==> config.mk <==
export PLATFORM = sky130hd
export DESIGN_NAME = tl_inflight_limiter_flat
export DESIGN_NICKNAME = d
export VERILOG_FILES = /design/src/rtl/tl_inflight_limiter_if.sv /design/src/rtl/tl_inflight_limiter.sv /design/src/flat_wrapper.sv
export SDC_FILE = /design/constraint.sdc
export NUM_CORES = 1
export LEC_CHECK = 0
export ABC_AREA = 1
export CORE_AREA = 3 3 384 386
export DETAILED_ROUTE_END_ITERATION = 10
export DIE_AREA = 0 0 387 389
export GPL_TIMING_DRIVEN = 1
export SLEW_MARGIN = 20
export SYNTH_ARGS = -nofsm -noshare
export SYNTH_HDL_FRONTEND = slang
export SYNTH_SLANG_ARGS = --single-unit
==> constraint.sdc <==
create_clock -name clk_i -period 2.4 [get_ports clk_i]
set_input_delay 0.72 -clock clk_i [delete_from_list [all_inputs] [get_ports clk_i]]
set_output_delay 0.72 -clock clk_i [all_outputs]
set_load 0.02 [all_outputs]
==> src/rtl/tl_inflight_limiter_if.sv <==
// tl_inflight_limiter_if: TileLink A-E channel bundle shared by host and device sides.
//   master modport: drives A/C/E requests and B/D ready, receives B/D and A/C/E ready.
//   slave  modport: the mirror image, as seen by the agent answering requests.
interface tl_inflight_limiter_if #(
   parameter int DataWidth   = 64,
   parameter int AddrWidth   = 56,
   parameter int SourceWidth = 1,
   parameter int SinkWidth   = 1
);
   localparam int MaskWidth = DataWidth / 8;

   logic                   a_valid;
   logic                   a_ready;
   logic [2:0]             a_opcode;
   logic [2:0]             a_param;
   logic [2:0]             a_size;
   logic [SourceWidth-1:0] a_source;
   logic [AddrWidth-1:0]   a_address;
   logic [MaskWidth-1:0]   a_mask;
   logic [DataWidth-1:0]   a_data;
   logic                   a_corrupt;

   logic                   b_valid;
   logic                   b_ready;
   logic [2:0]             b_opcode;
   logic [1:0]             b_param;
   logic [2:0]             b_size;
   logic [SourceWidth-1:0] b_source;
   logic [AddrWidth-1:0]   b_address;
   logic [MaskWidth-1:0]   b_mask;
   logic [DataWidth-1:0]   b_data;
   logic                   b_corrupt;

   logic                   c_valid;
   logic                   c_ready;
   logic [2:0]             c_opcode;
   logic [2:0]             c_param;
   logic [2:0]             c_size;
   logic [SourceWidth-1:0] c_source;
   logic [AddrWidth-1:0]   c_address;
   logic [DataWidth-1:0]   c_data;
   logic                   c_corrupt;

   logic                   d_valid;
   logic                   d_ready;
   logic [2:0]             d_opcode;
   logic [1:0]             d_param;
   logic [2:0]             d_size;
   logic [SourceWidth-1:0] d_source;
   logic [SinkWidth-1:0]   d_sink;
   logic                   d_denied;
   logic [DataWidth-1:0]   d_data;
   logic                   d_corrupt;

   logic                   e_valid;
   logic                   e_ready;
   logic [SinkWidth-1:0]   e_sink;

   modport master (
      output a_valid, a_opcode, a_param, a_size, a_source, a_address, a_mask, a_data, a_corrupt,
      input  a_ready,
      input  b_valid, b_opcode, b_param, b_size, b_source, b_address, b_mask, b_data, b_corrupt,
      output b_ready,
      output c_valid, c_opcode, c_param, c_size, c_source, c_address, c_data, c_corrupt,
      input  c_ready,
      input  d_valid, d_opcode, d_param, d_size, d_source, d_sink, d_denied, d_data, d_corrupt,
      output d_ready,
      output e_valid, e_sink,
      input  e_ready
   );

   modport slave (
      input  a_valid, a_opcode, a_param, a_size, a_source, a_address, a_mask, a_data, a_corrupt,
      output a_ready,
      output b_valid, b_opcode, b_param, b_size, b_source, b_address, b_mask, b_data, b_corrupt,
      input  b_ready,
      input  c_valid, c_opcode, c_param, c_size, c_source, c_address, c_data, c_corrupt,
      output c_ready,
      output d_valid, d_opcode, d_param, d_size, d_source, d_sink, d_denied, d_data, d_corrupt,
      input  d_ready,
      input  e_valid, e_sink,
      output e_ready
   );
endinterface

==> src/rtl/tl_inflight_limiter.sv <==
// tl_inflight_limiter: caps outstanding TileLink A requests at MaxInflight, counting per message.
//   clk_i, rst_ni : clock, asynchronous active-low reset
//   host          : upstream TileLink port (slave side of the host's bus)
//   dev           : downstream TileLink port toward the async FIFO (master side)
//   inflight_o    : registered count of outstanding request messages
//   err_o         : sticky protocol error (unmatched response or oversized message)
module tl_inflight_limiter #(
   parameter int DataWidth   = 64,
   parameter int AddrWidth   = 56,
   parameter int SourceWidth = 1,
   parameter int SinkWidth   = 1,
   parameter int MaxInflight = 4,
   parameter int MaxSize     = 6
) (
   input  logic                               clk_i,
   input  logic                               rst_ni,
   tl_inflight_limiter_if.slave               host,
   tl_inflight_limiter_if.master              dev,
   output logic [$clog2(MaxInflight+1)-1:0]   inflight_o,
   output logic                               err_o
);
   localparam int Offset   = $clog2(DataWidth / 8);
   localparam int CntWidth = $clog2(MaxInflight + 1);

   typedef enum logic {FIRST, BURST} state_e;

   state_e              a_state, a_state_d, d_state, d_state_d;
   logic [7:0]          a_rem, a_rem_d, d_rem, d_rem_d;
   logic [7:0]          a_len, d_len;
   logic [CntWidth-1:0] cnt;
   logic                err;
   logic                full, a_open, a_fire, d_fire, a_last, d_last;
   logic                inc, dec, size_err;

   // Beats remaining after the first one; 8 bits covers size 7 on an 8-bit bus.
   function automatic logic [7:0] beats_m1(input logic has_data, input logic [2:0] size);
      beats_m1 = (has_data && int'(size) > Offset) ? (8'd1 << (int'(size) - Offset)) - 8'd1 : 8'd0;
   endfunction

   always_ff @(posedge clk_i or negedge rst_ni) begin
      if (!rst_ni) begin
         a_state <= FIRST;
         d_state <= FIRST;
         a_rem   <= '0;
         d_rem   <= '0;
      end else begin
         a_state <= a_state_d;
         d_state <= d_state_d;
         a_rem   <= a_rem_d;
         d_rem   <= d_rem_d;
      end
   end

   always_comb begin
      a_state_d = a_state;
      a_rem_d   = a_rem;
      d_state_d = d_state;
      d_rem_d   = d_rem;
      if (a_fire) begin
         a_state_d = (a_state == FIRST) ? ((a_len != 8'd0) ? BURST : FIRST) : (a_last ? FIRST : BURST);
         a_rem_d   = (a_state == FIRST) ? a_len : a_rem - 8'd1;
      end
      if (d_fire) begin
         d_state_d = (d_state == FIRST) ? ((d_len != 8'd0) ? BURST : FIRST) : (d_last ? FIRST : BURST);
         d_rem_d   = (d_state == FIRST) ? d_len : d_rem - 8'd1;
      end
   end

   // Gate only first beats, and only on the registered count, so dev_d_ready never reaches host_a_ready.
   always_comb begin
      full   = (cnt == CntWidth'(MaxInflight));
      a_open = (a_state == BURST) || !full;
      a_len  = beats_m1(host.a_opcode <= 3'd3, host.a_size);
      d_len  = beats_m1(dev.d_opcode == 3'd1 || dev.d_opcode == 3'd5, dev.d_size);
      a_fire = host.a_valid && dev.a_ready && a_open;
      d_fire = dev.d_valid && host.d_ready;
      a_last = (a_state == FIRST) ? (a_len == 8'd0) : (a_rem == 8'd1);
      d_last = (d_state == FIRST) ? (d_len == 8'd0) : (d_rem == 8'd1);
      inc    = a_fire && (a_state == FIRST);
      dec    = d_fire && d_last && (dev.d_opcode inside {3'd0, 3'd1, 3'd2, 3'd4, 3'd5});
      size_err = (a_fire && a_state == FIRST && int'(host.a_size) > MaxSize)
              || (d_fire && d_state == FIRST && int'(dev.d_size) > MaxSize);
   end

   // inc is only possible below full, so the count cannot overflow; underflow is flagged and clamped.
   always_ff @(posedge clk_i or negedge rst_ni) begin
      if (!rst_ni) begin
         cnt <= '0;
         err <= 1'b0;
      end else begin
         if (inc && !dec) cnt <= cnt + CntWidth'(1);
         else if (dec && !inc && cnt != '0) cnt <= cnt - CntWidth'(1);
         if ((dec && !inc && cnt == '0) || size_err) err <= 1'b1;
      end
   end

   assign inflight_o = cnt;
   assign err_o      = err;

   assign dev.a_valid   = host.a_valid && a_open;
   assign host.a_ready  = dev.a_ready && a_open;
   assign dev.a_opcode  = host.a_opcode;
   assign dev.a_param   = host.a_param;
   assign dev.a_size    = host.a_size;
   assign dev.a_source  = host.a_source;
   assign dev.a_address = host.a_address;
   assign dev.a_mask    = host.a_mask;
   assign dev.a_data    = host.a_data;
   assign dev.a_corrupt = host.a_corrupt;

   assign host.b_valid   = dev.b_valid;
   assign dev.b_ready    = host.b_ready;
   assign host.b_opcode  = dev.b_opcode;
   assign host.b_param   = dev.b_param;
   assign host.b_size    = dev.b_size;
   assign host.b_source  = dev.b_source;
   assign host.b_address = dev.b_address;
   assign host.b_mask    = dev.b_mask;
   assign host.b_data    = dev.b_data;
   assign host.b_corrupt = dev.b_corrupt;

   assign dev.c_valid   = host.c_valid;
   assign host.c_ready  = dev.c_ready;
   assign dev.c_opcode  = host.c_opcode;
   assign dev.c_param   = host.c_param;
   assign dev.c_size    = host.c_size;
   assign dev.c_source  = host.c_source;
   assign dev.c_address = host.c_address;
   assign dev.c_data    = host.c_data;
   assign dev.c_corrupt = host.c_corrupt;

   assign host.d_valid   = dev.d_valid;
   assign dev.d_ready    = host.d_ready;
   assign host.d_opcode  = dev.d_opcode;
   assign host.d_param   = dev.d_param;
   assign host.d_size    = dev.d_size;
   assign host.d_source  = dev.d_source;
   assign host.d_sink    = dev.d_sink;
   assign host.d_denied  = dev.d_denied;
   assign host.d_data    = dev.d_data;
   assign host.d_corrupt = dev.d_corrupt;

   assign dev.e_valid  = host.e_valid;
   assign host.e_ready = dev.e_ready;
   assign dev.e_sink   = host.e_sink;
endmodule

==> src/flat_wrapper.sv <==
// flat-port wrapper written by rule: the top's interface ports become plain ports
module tl_inflight_limiter_flat 
#(
   parameter int DataWidth   = 64,
   parameter int AddrWidth   = 56,
   parameter int SourceWidth = 1,
   parameter int SinkWidth   = 1,
   parameter int MaxInflight = 4,
   parameter int MaxSize     = 6
)
  (clk_i, rst_ni, inflight_o, err_o, host_a_valid, host_a_opcode, host_a_param, host_a_size, host_a_source, host_a_address, host_a_mask, host_a_data, host_a_corrupt, host_a_ready, host_b_valid, host_b_opcode, host_b_param, host_b_size, host_b_source, host_b_address, host_b_mask, host_b_data, host_b_corrupt, host_b_ready, host_c_valid, host_c_opcode, host_c_param, host_c_size, host_c_source, host_c_address, host_c_data, host_c_corrupt, host_c_ready, host_d_valid, host_d_opcode, host_d_param, host_d_size, host_d_source, host_d_sink, host_d_denied, host_d_data, host_d_corrupt, host_d_ready, host_e_valid, host_e_sink, host_e_ready, dev_a_valid, dev_a_opcode, dev_a_param, dev_a_size, dev_a_source, dev_a_address, dev_a_mask, dev_a_data, dev_a_corrupt, dev_a_ready, dev_b_valid, dev_b_opcode, dev_b_param, dev_b_size, dev_b_source, dev_b_address, dev_b_mask, dev_b_data, dev_b_corrupt, dev_b_ready, dev_c_valid, dev_c_opcode, dev_c_param, dev_c_size, dev_c_source, dev_c_address, dev_c_data, dev_c_corrupt, dev_c_ready, dev_d_valid, dev_d_opcode, dev_d_param, dev_d_size, dev_d_source, dev_d_sink, dev_d_denied, dev_d_data, dev_d_corrupt, dev_d_ready, dev_e_valid, dev_e_sink, dev_e_ready);
  tl_inflight_limiter_if #(.DataWidth(DataWidth), .AddrWidth(AddrWidth), .SourceWidth(SourceWidth), .SinkWidth(SinkWidth)) host_i ();
  tl_inflight_limiter_if #(.DataWidth(DataWidth), .AddrWidth(AddrWidth), .SourceWidth(SourceWidth), .SinkWidth(SinkWidth)) dev_i ();
  input  logic clk_i;
  input  logic rst_ni;
  output logic [$clog2(MaxInflight+1)-1:0] inflight_o;
  output logic err_o;
  input wire logic [$bits(host_i.a_valid)-1:0] host_a_valid;
  input wire logic [$bits(host_i.a_opcode)-1:0] host_a_opcode;
  input wire logic [$bits(host_i.a_param)-1:0] host_a_param;
  input wire logic [$bits(host_i.a_size)-1:0] host_a_size;
  input wire logic [$bits(host_i.a_source)-1:0] host_a_source;
  input wire logic [$bits(host_i.a_address)-1:0] host_a_address;
  input wire logic [$bits(host_i.a_mask)-1:0] host_a_mask;
  input wire logic [$bits(host_i.a_data)-1:0] host_a_data;
  input wire logic [$bits(host_i.a_corrupt)-1:0] host_a_corrupt;
  output wire logic [$bits(host_i.a_ready)-1:0] host_a_ready;
  output wire logic [$bits(host_i.b_valid)-1:0] host_b_valid;
  output wire logic [$bits(host_i.b_opcode)-1:0] host_b_opcode;
  output wire logic [$bits(host_i.b_param)-1:0] host_b_param;
  output wire logic [$bits(host_i.b_size)-1:0] host_b_size;
  output wire logic [$bits(host_i.b_source)-1:0] host_b_source;
  output wire logic [$bits(host_i.b_address)-1:0] host_b_address;
  output wire logic [$bits(host_i.b_mask)-1:0] host_b_mask;
  output wire logic [$bits(host_i.b_data)-1:0] host_b_data;
  output wire logic [$bits(host_i.b_corrupt)-1:0] host_b_corrupt;
  input wire logic [$bits(host_i.b_ready)-1:0] host_b_ready;
  input wire logic [$bits(host_i.c_valid)-1:0] host_c_valid;
  input wire logic [$bits(host_i.c_opcode)-1:0] host_c_opcode;
  input wire logic [$bits(host_i.c_param)-1:0] host_c_param;
  input wire logic [$bits(host_i.c_size)-1:0] host_c_size;
  input wire logic [$bits(host_i.c_source)-1:0] host_c_source;
  input wire logic [$bits(host_i.c_address)-1:0] host_c_address;
  input wire logic [$bits(host_i.c_data)-1:0] host_c_data;
  input wire logic [$bits(host_i.c_corrupt)-1:0] host_c_corrupt;
  output wire logic [$bits(host_i.c_ready)-1:0] host_c_ready;
  output wire logic [$bits(host_i.d_valid)-1:0] host_d_valid;
  output wire logic [$bits(host_i.d_opcode)-1:0] host_d_opcode;
  output wire logic [$bits(host_i.d_param)-1:0] host_d_param;
  output wire logic [$bits(host_i.d_size)-1:0] host_d_size;
  output wire logic [$bits(host_i.d_source)-1:0] host_d_source;
  output wire logic [$bits(host_i.d_sink)-1:0] host_d_sink;
  output wire logic [$bits(host_i.d_denied)-1:0] host_d_denied;
  output wire logic [$bits(host_i.d_data)-1:0] host_d_data;
  output wire logic [$bits(host_i.d_corrupt)-1:0] host_d_corrupt;
  input wire logic [$bits(host_i.d_ready)-1:0] host_d_ready;
  input wire logic [$bits(host_i.e_valid)-1:0] host_e_valid;
  input wire logic [$bits(host_i.e_sink)-1:0] host_e_sink;
  output wire logic [$bits(host_i.e_ready)-1:0] host_e_ready;
  output wire logic [$bits(dev_i.a_valid)-1:0] dev_a_valid;
  output wire logic [$bits(dev_i.a_opcode)-1:0] dev_a_opcode;
  output wire logic [$bits(dev_i.a_param)-1:0] dev_a_param;
  output wire logic [$bits(dev_i.a_size)-1:0] dev_a_size;
  output wire logic [$bits(dev_i.a_source)-1:0] dev_a_source;
  output wire logic [$bits(dev_i.a_address)-1:0] dev_a_address;
  output wire logic [$bits(dev_i.a_mask)-1:0] dev_a_mask;
  output wire logic [$bits(dev_i.a_data)-1:0] dev_a_data;
  output wire logic [$bits(dev_i.a_corrupt)-1:0] dev_a_corrupt;
  input wire logic [$bits(dev_i.a_ready)-1:0] dev_a_ready;
  input wire logic [$bits(dev_i.b_valid)-1:0] dev_b_valid;
  input wire logic [$bits(dev_i.b_opcode)-1:0] dev_b_opcode;
  input wire logic [$bits(dev_i.b_param)-1:0] dev_b_param;
  input wire logic [$bits(dev_i.b_size)-1:0] dev_b_size;
  input wire logic [$bits(dev_i.b_source)-1:0] dev_b_source;
  input wire logic [$bits(dev_i.b_address)-1:0] dev_b_address;
  input wire logic [$bits(dev_i.b_mask)-1:0] dev_b_mask;
  input wire logic [$bits(dev_i.b_data)-1:0] dev_b_data;
  input wire logic [$bits(dev_i.b_corrupt)-1:0] dev_b_corrupt;
  output wire logic [$bits(dev_i.b_ready)-1:0] dev_b_ready;
  output wire logic [$bits(dev_i.c_valid)-1:0] dev_c_valid;
  output wire logic [$bits(dev_i.c_opcode)-1:0] dev_c_opcode;
  output wire logic [$bits(dev_i.c_param)-1:0] dev_c_param;
  output wire logic [$bits(dev_i.c_size)-1:0] dev_c_size;
  output wire logic [$bits(dev_i.c_source)-1:0] dev_c_source;
  output wire logic [$bits(dev_i.c_address)-1:0] dev_c_address;
  output wire logic [$bits(dev_i.c_data)-1:0] dev_c_data;
  output wire logic [$bits(dev_i.c_corrupt)-1:0] dev_c_corrupt;
  input wire logic [$bits(dev_i.c_ready)-1:0] dev_c_ready;
  input wire logic [$bits(dev_i.d_valid)-1:0] dev_d_valid;
  input wire logic [$bits(dev_i.d_opcode)-1:0] dev_d_opcode;
  input wire logic [$bits(dev_i.d_param)-1:0] dev_d_param;
  input wire logic [$bits(dev_i.d_size)-1:0] dev_d_size;
  input wire logic [$bits(dev_i.d_source)-1:0] dev_d_source;
  input wire logic [$bits(dev_i.d_sink)-1:0] dev_d_sink;
  input wire logic [$bits(dev_i.d_denied)-1:0] dev_d_denied;
  input wire logic [$bits(dev_i.d_data)-1:0] dev_d_data;
  input wire logic [$bits(dev_i.d_corrupt)-1:0] dev_d_corrupt;
  output wire logic [$bits(dev_i.d_ready)-1:0] dev_d_ready;
  output wire logic [$bits(dev_i.e_valid)-1:0] dev_e_valid;
  output wire logic [$bits(dev_i.e_sink)-1:0] dev_e_sink;
  input wire logic [$bits(dev_i.e_ready)-1:0] dev_e_ready;
  assign host_i.a_valid = host_a_valid;
  assign host_i.a_opcode = host_a_opcode;
  assign host_i.a_param = host_a_param;
  assign host_i.a_size = host_a_size;
  assign host_i.a_source = host_a_source;
  assign host_i.a_address = host_a_address;
  assign host_i.a_mask = host_a_mask;
  assign host_i.a_data = host_a_data;
  assign host_i.a_corrupt = host_a_corrupt;
  assign host_a_ready = host_i.a_ready;
  assign host_b_valid = host_i.b_valid;
  assign host_b_opcode = host_i.b_opcode;
  assign host_b_param = host_i.b_param;
  assign host_b_size = host_i.b_size;
  assign host_b_source = host_i.b_source;
  assign host_b_address = host_i.b_address;
  assign host_b_mask = host_i.b_mask;
  assign host_b_data = host_i.b_data;
  assign host_b_corrupt = host_i.b_corrupt;
  assign host_i.b_ready = host_b_ready;
  assign host_i.c_valid = host_c_valid;
  assign host_i.c_opcode = host_c_opcode;
  assign host_i.c_param = host_c_param;
  assign host_i.c_size = host_c_size;
  assign host_i.c_source = host_c_source;
  assign host_i.c_address = host_c_address;
  assign host_i.c_data = host_c_data;
  assign host_i.c_corrupt = host_c_corrupt;
  assign host_c_ready = host_i.c_ready;
  assign host_d_valid = host_i.d_valid;
  assign host_d_opcode = host_i.d_opcode;
  assign host_d_param = host_i.d_param;
  assign host_d_size = host_i.d_size;
  assign host_d_source = host_i.d_source;
  assign host_d_sink = host_i.d_sink;
  assign host_d_denied = host_i.d_denied;
  assign host_d_data = host_i.d_data;
  assign host_d_corrupt = host_i.d_corrupt;
  assign host_i.d_ready = host_d_ready;
  assign host_i.e_valid = host_e_valid;
  assign host_i.e_sink = host_e_sink;
  assign host_e_ready = host_i.e_ready;
  assign dev_a_valid = dev_i.a_valid;
  assign dev_a_opcode = dev_i.a_opcode;
  assign dev_a_param = dev_i.a_param;
  assign dev_a_size = dev_i.a_size;
  assign dev_a_source = dev_i.a_source;
  assign dev_a_address = dev_i.a_address;
  assign dev_a_mask = dev_i.a_mask;
  assign dev_a_data = dev_i.a_data;
  assign dev_a_corrupt = dev_i.a_corrupt;
  assign dev_i.a_ready = dev_a_ready;
  assign dev_i.b_valid = dev_b_valid;
  assign dev_i.b_opcode = dev_b_opcode;
  assign dev_i.b_param = dev_b_param;
  assign dev_i.b_size = dev_b_size;
  assign dev_i.b_source = dev_b_source;
  assign dev_i.b_address = dev_b_address;
  assign dev_i.b_mask = dev_b_mask;
  assign dev_i.b_data = dev_b_data;
  assign dev_i.b_corrupt = dev_b_corrupt;
  assign dev_b_ready = dev_i.b_ready;
  assign dev_c_valid = dev_i.c_valid;
  assign dev_c_opcode = dev_i.c_opcode;
  assign dev_c_param = dev_i.c_param;
  assign dev_c_size = dev_i.c_size;
  assign dev_c_source = dev_i.c_source;
  assign dev_c_address = dev_i.c_address;
  assign dev_c_data = dev_i.c_data;
  assign dev_c_corrupt = dev_i.c_corrupt;
  assign dev_i.c_ready = dev_c_ready;
  assign dev_i.d_valid = dev_d_valid;
  assign dev_i.d_opcode = dev_d_opcode;
  assign dev_i.d_param = dev_d_param;
  assign dev_i.d_size = dev_d_size;
  assign dev_i.d_source = dev_d_source;
  assign dev_i.d_sink = dev_d_sink;
  assign dev_i.d_denied = dev_d_denied;
  assign dev_i.d_data = dev_d_data;
  assign dev_i.d_corrupt = dev_d_corrupt;
  assign dev_d_ready = dev_i.d_ready;
  assign dev_e_valid = dev_i.e_valid;
  assign dev_e_sink = dev_i.e_sink;
  assign dev_i.e_ready = dev_e_ready;
  tl_inflight_limiter #(.DataWidth(DataWidth), .AddrWidth(AddrWidth), .SourceWidth(SourceWidth), .SinkWidth(SinkWidth), .MaxInflight(MaxInflight), .MaxSize(MaxSize)) u_core (.clk_i(clk_i), .rst_ni(rst_ni), .host(host_i), .dev(dev_i), .inflight_o(inflight_o), .err_o(err_o));
endmodule
==> summary.txt <==
result of the run: finished with violations
failing checks: setup timing
unique cell type count in the Yosys netlist: 40
Post-Syn Area per Cell: 7.33 um^2
Hold Crit Class: register to register
critical path's slowest cell: sky130_fd_sc_hd__fa_2
CTS H-tree lvls: 1
utilization after layout: 4.05%
uppermost routed layer: met5
DRC marker count from the first detailed-route iteration: 251
Final Cell Area: 0.00583 mm^2
total of hold buffers inserted after clock tree synthesis: 0
top cell family by delay on the critical path: adder cells
Max Clock Freq: 363 MHz
sum of routed wire segments on met1: 8180 um
post-detailed-route DRC marker count: 0
antenna violations before repair: 5
switching power: 1.21 mW
power per standard cell area: 474 mW/mm^2
Die Height: 389 um
RSZ-0062 raised after global routing: true
maximum number of pins on one net before global-route repair: 23
Die Width: 387 um
Bufs and invs on worst path: 4
total die area: 0.151 mm^2
maximum capacitance violations: 0
actual slew at the worst max-slew pin: 0.451 ns
boundary pin count: 996
Sw Ratio: 43.9%
standard-cell row count: 139
Pre-Repair DR Iteration Count: 4
ys flop type: sky130_fd_sc_hd__dfrtp_1
most instantiated cells after synthesis: sky130_fd_sc_hd__buf_4 (493), sky130_fd_sc_hd__nand2_1 (49), sky130_fd_sc_hd__inv_1 (40)
met2 wirelength from detailed routing: 45500 um
wire length of the first global-routing pass: 107000 um
maximum fanout count along the critical path: 4
smallest setup slack after layout: -0.352 ns
critical path class: input pin to register
portion of the clock cycle consumed by the worst path in the final layout: 115%
synth-to-layout area growth: 2.46%
arrival time of data at the critical path endpoint: 2.90 ns
IO buf count: 33
placed instance area: 0.00542 mm^2
LEAKAGE: 1.69 nW
worst clock skew: 0.00165 ns
worst hold slack after final layout: 0.475 ns
overflow left after global routing: 0
final-report setup violation count: 5
average routed wire per standard cell: 43.2 um
fraction of final layout cells sized beyond drive strength 1: 41.8%
type of destination of the critical path: register
Internal: 1.55 mW
DP HPWL: 96900 um
sequential area share after synthesis: 9.67%
portion of total power attributed to the clock network: 17.3%
Routed met3 length: 44800 um
total of warnings raised by yosys: 0
crit-path max cell delay: 0.38 ns
Placeable Area: 0.144 mm^2
average via count per standard cell: 1.47
maximum root-to-sink buffer count: 2
Worst-Skew Late Latency: 0.26 ns
total detailed-routing wirelength: 99600 um
library cell with the highest instance count after synthesis: sky130_fd_sc_hd__buf_4
startpoint class of the critical path: input pin
initial standard-cell utilization of the core: 3.96%
headroom to the max-slew limit: 69.6%
weighted congestion reported at the end of routability-driven placement: 0.861
number of enable-type register cells in the synthesized netlist: 0
final antenna-violating net count: 0
final number of max-transition violations: 0
combinational share of power: 56.0%
clock tree from TritonCTS: built
count of endpoints failing hold in the final timing report: 0
number of cells produced by synthesis: 776
Worst EP required: 2.55 ns
shortest period the worst path allows: 2.75 ns
async set or reset register ratio after synthesis: 100%
vias in the first global route: 3156
top cell type's share of synthesized area: 65.0%
Filler cells: 17044
Inserted Clock Buffers: 3
overall track demand over capacity in global routing: 12.6%
total number of nets in the final design: 915
ordered list of cells on the worst path: buf_8 -> ha_4 -> ha_4 -> inv_4 -> nand4_1 -> buf_4 -> buf_4 -> nand3_4 -> nand2_2 -> nand3_2 -> nand2_2 -> nand2_4 -> nand3_4 -> nand2_4 -> fa_2 -> o21bai_1 -> nand3_1 -> nand2_1
Synthesized Nets: 1286
number of synthesized register bits: 22
cell accounting for the most synthesized area: sky130_fd_sc_hd__buf_4
number of sinks handled by clock tree synthesis: 22
clock slew at reported path FFs: 0.06 ns
leading cell types by total area after synthesis: sky130_fd_sc_hd__buf_4 (65%), sky130_fd_sc_hd__dfrtp_1 (9.7%), sky130_fd_sc_hd__nand2_1 (3.2%)
fraction of power consumed by sequential logic: 26.7%
count of vias placed by the detailed router: 3389
worst-case vdd ir drop: 0.297 mV
total standard cell area after synthesis: 0.00569 mm^2
master cell of the clock root buffer: sky130_fd_sc_hd__clkbuf_16
## through the flow
| stage | cells | setup TNS, ns | worst slack [ns] | total power [mW] |
|---|---|---|---|---|
| 2_1_floorplan | 776 | -1.12 | -0.464 | 2.72 |
| 5_1_grt | 2307 | -1.62 | -0.445 | 3.00 |
| 3_3_place_gp | 2286 | -11.58 | -1.09 | 2.17 |
| 3_5_place_dp | 2286 | -12.64 | -1.15 | 2.21 |
| 4_1_cts | 2304 | -1.14 | -0.354 | 2.75 |
| 6_report | 2308 | -1.20 | -0.352 | 2.76 |
## worst register-to-register path: stages, from the launching register on
cell and delay (ns):
sky130_fd_sc_hd__dfrtp_1 0.43, sky130_fd_sc_hd__nor2_1 0.08, sky130_fd_sc_hd__inv_2 0.08, sky130_fd_sc_hd__nor3_4 0.04, sky130_fd_sc_hd__buf_12 0.15, sky130_fd_sc_hd__nor3_4 0.16
sky130_fd_sc_hd__buf_12 0.14, sky130_fd_sc_hd__nand2_2 0.06, sky130_fd_sc_hd__clkinv_2 0.07, sky130_fd_sc_hd__nand2_4 0.05, sky130_fd_sc_hd__fa_2 0.38, sky130_fd_sc_hd__o21bai_1 0.17
sky130_fd_sc_hd__nand3_1 0.08, sky130_fd_sc_hd__nand2_1 0.06
## final timing paths
kind / slack (ns) / cells past startpoint / from / endpoint
worst min register to register: 0.47 / 2 / u_core.err_o / u_core.err_o
worst min-delay path: 0.47 / 2 / u_core.err_o / u_core.err_o
max in group asynchronous: 1.26 / 2 / rst_ni / u_core.d_rem[5]
worst max register to register: 0.32 / 13 / u_core.inflight_o[0] / u_core.inflight_o[2]
worst max-delay path: -0.35 / 18 / dev_d_size[0] / u_core.inflight_o[2]
min in group asynchronous: 0.87 / 2 / rst_ni / u_core.a_rem[7]
## layout make-up
cell class              count  area (um^2)  share of cell area (%)
well taps                1903         2380                    40.8
multi-input cells         211         1430                    24.6
repair buffers            120         1180                    20.2
flip-flops and latches     22          551                    9.44
inverters                  47          183                    3.13
clock buffers               3         75.1                    1.29
clock inverters             1         30.0                   0.515
diodes                      1         2.50                  0.0429
## per-layer routing
metal	track usage [%]	up-vias
met1	2.95	1309
met4	1.00	4
met3	26.9	70
li1	-	1196
met2	20.5	810
met5	0.989	-
## placed cells by master, fill, tap and decap left out, drive strengths merged, types with 9 or more instances in the layout
cell           netlist  final
nand2               56     56
clkdlybuf4s50        0     11
o21ai               27     27
dfrtp               22     22
ha                  12     12
nor3                 9      9
inv                 46     46
nand4               11     11
a21oi               11     11
nand3               24     24
buf                494    108
nor2                35     35
## cells by family after synthesis
kind of cell | count (synthesis) | share of synthesized area (%)
adder cells (fa/ha/maj) | 13 | 2.99
flip-flops | 22 | 9.67
buffers and inverters | 543 | 68.4
AND/OR/NAND/NOR | 140 | 12.8
XOR/XNOR | 2 | 0.308
AO/OA/AOI/OAI | 56 | 5.87
## flip-flops by register name (all words and copies together), names as in the netlist
register           count
u_core.err_o           1
u_core.d_state         1
u_core.d_rem           8
u_core.inflight_o      3
u_core.a_rem           8
u_core.a_state         1
## repair_timing
| item | in CTS | in global routing |
|---|---|---|
| setup buffers | 17 | 8 |
| setup endpoints to repair | 22 | 10 |
| pin swaps | 16 | 8 |
| resized for setup | 50 | 22 |
## power groups by stage
stage / combinational (mW) / clock, mW / sequential [mW]
3_5_place_dp: 1.47 / 0 / 0.742
5_1_grt: 1.73 / 0.503 / 0.772
3_3_place_gp: 1.44 / 0 / 0.736
4_1_cts: 1.53 / 0.483 / 0.737
2_1_floorplan: 2.00 / 0 / 0.718
6_report: 1.55 / 0.477 / 0.739
Note: power is estimated with default switching activity, not from simulation.
